`src/rtl/spi_cfg_pkg.sv`:
```
// spi_cfg_pkg: shared types and constants for the SPI config controller
package spi_cfg_pkg;
  typedef enum logic [1:0] {IDLE, CMD, WR, RD} state_t;
  localparam int CMD_RW_BIT = 7;
  localparam int CMD_INC_BIT = 6;
  localparam logic [7:0] STATUS_DEFAULT = 8'hA5;
endpackage

```
`src/rtl/cfg_reg_bank.sv`:
```
// cfg_reg_bank: NREG x 8 config storage, sync write, comb read mux under SPI_CFG_CTRL_READBACK_EN
module cfg_reg_bank #(
  parameter int NREG = 16,
  parameter int ADDR_W = 4,
  parameter logic [7:0] RESET_VAL = 8'h00
) (
  input  logic              clk,
  input  logic              rst,
  input  logic              we,
  input  logic [ADDR_W-1:0] waddr,
  input  logic [7:0]        wdata,
`ifdef SPI_CFG_CTRL_READBACK_EN
  input  logic [ADDR_W-1:0] raddr,
  output logic [7:0]        rdata,
`endif
  output logic [8*NREG-1:0] regs
);
  always_ff @(posedge clk) begin
    if (rst) regs <= {NREG{RESET_VAL}};
    else if (we)
      for (int i = 0; i < NREG; i++)
        if (waddr == ADDR_W'(i)) regs[8*i +: 8] <= wdata;
  end
`ifdef SPI_CFG_CTRL_READBACK_EN
  // addresses beyond NREG match no entry and read as zero
  always_comb begin
    rdata = '0;
    for (int i = 0; i < NREG; i++)
      if (raddr == ADDR_W'(i)) rdata = regs[8*i +: 8];
  end
`endif
endmodule

```
`src/rtl/spi_cfg_ctrl.sv`:
```
// spi_cfg_ctrl: SPI command/register controller with frame commit; readback under SPI_CFG_CTRL_READBACK_EN
module spi_cfg_ctrl
  import spi_cfg_pkg::*;
#(
  parameter int NREG = 16,
  parameter int ADDR_W = 4,
  parameter logic [7:0] STATUS_BYTE = STATUS_DEFAULT,
  parameter logic [7:0] RESET_VAL = 8'h00
) (
  input  logic              clk,
  input  logic              rst,
  input  logic [7:0]        rec_data,
  input  logic              rec_done,
  input  logic              cs_n,
  output logic [7:0]        response_data,
  output logic [8*NREG-1:0] cfg_regs,
  output logic              wr_strobe,
  output logic [ADDR_W-1:0] wr_addr,
  output logic              cfg_update,
  output logic              addr_err,
  output logic              busy
);
  localparam logic [ADDR_W:0] NREG_W = (ADDR_W+1)'(NREG);
  localparam logic [ADDR_W-1:0] LAST = ADDR_W'(NREG - 1);
  state_t state, nstate;
  logic cs_n_d, inc, wrote, byte_ev, cmd_ev, dat_ev, wr_ev, we, rise;
  logic [ADDR_W-1:0] ptr, nptr;
`ifdef SPI_CFG_CTRL_READBACK_EN
  logic [ADDR_W-1:0] ra;
  logic [7:0] rd_data;
  logic rd_load;
`endif
  always_ff @(posedge clk) state <= rst ? IDLE : nstate;
  always_comb begin
    nstate = state;
    if (cs_n) nstate = IDLE;
    else if (state == IDLE) nstate = CMD;
    else if (state == CMD && rec_done) nstate = rec_data[CMD_RW_BIT] ? RD : WR;
  end
  // without readback RD acts as a discard state: bytes only advance ptr
  always_comb begin
    byte_ev = rec_done && state != IDLE;
    cmd_ev = byte_ev && state == CMD;
    dat_ev = byte_ev && (state == WR || state == RD);
    wr_ev = byte_ev && state == WR;
    we = wr_ev && ({1'b0, ptr} < NREG_W);
    nptr = !inc ? ptr : (ptr >= LAST) ? '0 : ptr + 1'b1;
    rise = !cs_n_d && cs_n;
  end
  assign busy = state != IDLE;
  cfg_reg_bank #(.NREG(NREG), .ADDR_W(ADDR_W), .RESET_VAL(RESET_VAL)) u_bank (
    .clk(clk),
    .rst(rst),
    .we(we),
    .waddr(ptr),
    .wdata(rec_data),
`ifdef SPI_CFG_CTRL_READBACK_EN
    .raddr(ra),
    .rdata(rd_data),
`endif
    .regs(cfg_regs)
  );
  always_ff @(posedge clk) begin
    if (rst) begin
      cs_n_d <= 1'b1;
      ptr <= '0;
      inc <= 1'b0;
      wrote <= 1'b0;
      wr_strobe <= 1'b0;
      wr_addr <= '0;
      cfg_update <= 1'b0;
    end else begin
      cs_n_d <= cs_n;
      ptr <= cmd_ev ? rec_data[ADDR_W-1:0] : dat_ev ? nptr : ptr;
      inc <= cmd_ev ? rec_data[CMD_INC_BIT] : inc;
      wr_strobe <= we;
      wr_addr <= we ? ptr : wr_addr;
      wrote <= !rise && (wrote || wr_ev);
      cfg_update <= rise && (wrote || wr_ev);
    end
  end
`ifdef SPI_CFG_CTRL_READBACK_EN
  // preload the byte for the next shift: command address first, then the advanced ptr
  always_comb begin
    ra = state == CMD ? rec_data[ADDR_W-1:0] : nptr;
    rd_load = byte_ev && nstate == RD;
  end
  always_ff @(posedge clk) begin
    if (rst) begin
      response_data <= STATUS_BYTE;
      addr_err <= 1'b0;
    end else begin
      response_data <= rd_load ? rd_data : nstate == RD ? response_data : STATUS_BYTE;
      addr_err <= (wr_ev && !we) || (rd_load && {1'b0, ra} >= NREG_W);
    end
  end
`else
  assign response_data = STATUS_BYTE;
  always_ff @(posedge clk) addr_err <= rst ? 1'b0 : wr_ev && !we;
`endif
endmodule

```
`config.mk`:
```
export PLATFORM = sky130hd
export DESIGN_NAME = spi_cfg_ctrl
export DESIGN_NICKNAME = d
export VERILOG_FILES = /design/src/rtl/spi_cfg_pkg.sv /design/src/rtl/cfg_reg_bank.sv /design/src/rtl/spi_cfg_ctrl.sv
export SDC_FILE = /design/constraint.sdc
export NUM_CORES = 1
export LEC_CHECK = 0
export ABC_AREA = 1
export CAP_MARGIN = 20
export CELL_PAD_IN_SITES_DETAIL_PLACEMENT = 1
export CELL_PAD_IN_SITES_GLOBAL_PLACEMENT = 2
export CORE_AREA = 2 2 122 183
export CTS_CLUSTER_SIZE = 30
export DETAILED_ROUTE_END_ITERATION = 8
export DIE_AREA = 0 0 124 185
export GPL_TIMING_DRIVEN = 1
export PLACE_DENSITY = 0.85
export SLEW_MARGIN = 20
export SYNTH_ARGS = -nofsm -noshare
export SYNTH_HDL_FRONTEND = slang
export SYNTH_SLANG_ARGS = --single-unit
export TNS_END_PERCENT = 5
```
`constraint.sdc`:
```
create_clock -name clk -period 2.05 [get_ports clk]
set_clock_uncertainty 0.15 [all_clocks]
set_input_delay 0.5125 -clock clk [delete_from_list [all_inputs] [get_ports clk]]
set_output_delay 0.5125 -clock clk [all_outputs]
set_load 0.05 [all_outputs]
```
==> summary.md <==
| Metric | Value |
|---|---|
| Clock Root Buffer | `clkbuf_16` |
| CP delay by family, top | `flip-flops` |
| Reg clk slew, reported paths | `0.06 ns` |
| CTS Buffer Depth | `2` |
| Critical Path Sink Type | `primary output` |
| Cell accounting for the most synthesized area | `dfxtp_1` |
| Startpoint Class | `flop` |
| Yosys reg bits | `143` |
| Sink Count | `143` |
| Grt total ovfl | `0` |
| PortBufs | `146` |
| Share of post-route cells with drive strength above 1 | `27.7%` |
| Synth top area cells | `dfxtp_1, nor2_1, o21ai_0` |
| DP Cell Count | `1115` |
| Die width | `124 um` |
| Area of the multi-input gates | `2450 sq um` |
| Hold Path End | `cfg_update` |
| DRT Pass-1 Iters | `4` |
| Tot Pwr | `6.37 mW` |
| Top-count cell post-synth | `nor2_1` |
| Cells along the critical path | `nor2_1, inv_1, buf_12` |
| Final hold vios | `0` |
| Number of vias per cell | `4.64` |
| Ys flop type | `dfxtp_1` |
| I/O pin count | `156` |
| Core Util, Final | `36.9%` |
| Slowest CP cell | `dfxtp_1` |
| Fillcell total | `2591` |
| Sequential cell area | `2860 sq um` |
| RSZ-0062 raised after global routing | `no` |
| Post-Place Worst Slack | `-0.222 ns` |
| Final layout net count | `879` |
| Hold buffers post-CTS | `0` |
| Ys Warns | `0` |
| Routed via count | `5318` |
| Worst path buffer plus inverter count | `2` |
| Status | `completed` |
| DRC | `0` |
| Area growth syn-to-layout | `39.3%` |
| Core region area | `21500 sq um` |
| Post-CTS Resized | `0` |
| Worst Hold Class | `flop to flop` |
| Largest net degree at the start of global routing | `58` |
| Post-synth top area share | `50.3%` |
| Worst reg2reg path endpoint | `u_bank.regs[38]` |
| Initial Util | `26.5%` |
| Crit share post-route | `93.8%` |
| Wire length per cell | `16.8 um` |
| Final Worst Setup Slack | `0.127 ns` |
| CTS Buf Count | `17` |
| Gpl congestion | `0.746` |
| PD cells | `804 nW/um^2` |
| Worst hold stages | `1` |
| Overall Global Routing Usage | `17.6%` |
| Max FO, Critical Path | `5` |
| Die ar. | `22900 sq um` |
| Maximum vdd ir drop | `0.550 mV` |
| Hold_sp | `cs_n_d` |
| First-pass GRT wire length | `30300 um` |
| FMAX | `520 MHz` |
| Drt initial violations | `184` |
| Slowest stage delay, CP | `0.36 ns` |
| H-Tree Depth | `4` |
| Die H | `185 um` |
| Flop-to-flop setup slack | `0.22 ns` |
| Rows | `66` |
| Antenna cell count | `0` |
| Slew Viols, Final | `0` |
| Number of global-route vias before repair | `5389` |
| CTS tree | `yes` |
| DRT antenna net count | `0` |
| R2R depth | `6` |
| Worst setup path category | `flop to primary output` |
| Crit Reg-Reg Startpoint | `ptr[1]` |
| Critical Path RT | `1.39 ns` |
| Leakage Power | `3.54 nW` |
| Final setup viols | `0` |
| Initial antenna violation count | `0` |
| Post-DP HPWL | `13100 um` |
| Final min period | `1.92 ns` |
| Clock latency on the worst-skew pair | `0.43 ns` |
| Total Routed Length | `19300 um` |
| Number of standard cells after synthesis | `706` |
| Max_cap viols | `0` |
| Setup repair bufs after CTS | `0` |
| Asr flop ratio synth | `0%` |
| Synth cell types | `26` |
| WP data arrival | `1.26 ns` |
| Avg Cell Area, Syn | `8.06 sq um` |
| Cell area after synthesis | `5690 sq um` |
| Fin cells | `1147` |
| Synth cell count leaders | `nor2_1, dfxtp_1, o21ai_0` |
| EDFF count, synth | `0` |
| Sequential element share of the synthesized area | `50.3%` |
layout by cell type (no fill, tap or decap), drive strengths merged:
cell / synthesis / routed
ha: 5 / 5
dfxtp: 143 / 143
inv: 21 / 22
conb: 2 / 9
clkinv: 0 / 4
a21oi: 5 / 5
nor2: 195 / 195
bufinv: 0 / 3
o22ai: 1 / 1
clkdlybuf4s50: 0 / 11
buf: 29 / 172
o21ai: 134 / 134
nand3: 7 / 7
clkinvlp: 0 / 4
clkbuf: 24 / 20
nand2: 41 / 41
nor3: 97 / 97
nand4: 2 / 2
cells by family after synthesis:
kind of cell | Yosys count | synth area share (%)
compound gates | 140 | 12.4
fa+ha+maj | 5 | 1.10
buf+inv | 74 | 7.13
flops | 143 | 50.3
other cells | 2 | 0.132
simple gates | 342 | 28.9
routing by layer:
layer,global-route usage (%),share of wire (%)
met1,20.7,42
met2,31.2,53
met3,3.73,3.7
met4,5.75,1.6
met5,0,0
state kept, by name, summed over array words and instances, names as in the netlist:
register and flops:
ptr 4, state 2, wr_strobe 1, cs_n_d 1, inc 1, u_bank.regs 128, cfg_update 1, wr_addr 4
wrote 1
final cells by class:
type	instances	area share, %
Clock buffer	20	5.76
Clock inverter	12	2.02
Inverter	21	0.995
Multi-Input combinational cell	496	30.9
Sequential cell	143	36.1
Tap cell	272	4.29
Timing Repair Buffer	183	19.9
worst max-delay path by stage:
stage,start,endpoint,slack (ns),cells after the start
finish,state[0],busy,0.13,3
global route,ptr[1],u_bank.regs[38],0.03,6
CTS,state[0],busy,0.07,3
detailed placement,rec_done,u_bank.regs[105],-0.22,6
global placement,rec_done,u_bank.regs[108],-0.17,6
floorplan,ptr[0],u_bank.regs[23],0.53,7
per-stage QoR:
step / hold WS [ns] / area, sq um / TNS (ns)
3_3_place_gp: 0.284 / 7300 / -11.42
3_5_place_dp: 0.282 / 7300 / -16.37
6_report: 0.286 / 7920 / 0
5_1_grt: 0.314 / 7920 / 0
2_1_floorplan: 0.260 / 5710 / 0
4_1_cts: 0.290 / 7920 / 0
where the power goes:
group          total (mW)  switching (mW)  leakage [nW]  internal [mW]
logic               0.325           0.226          2.10         0.0986
registers            2.80         0.00909          1.15           2.79
clock network        3.25            1.27         0.289           1.98
worst reg2reg max path: stages (launching register included):
cell and delay [ns]:
dfxtp_1 0.37, inv_1 0.18, ha_1 0.40, nand2_2 0.23, nor2_4 0.22, o21ai_0 0.11
nor2_1 0.11
Note: power is estimated with default switching activity, not from simulation.
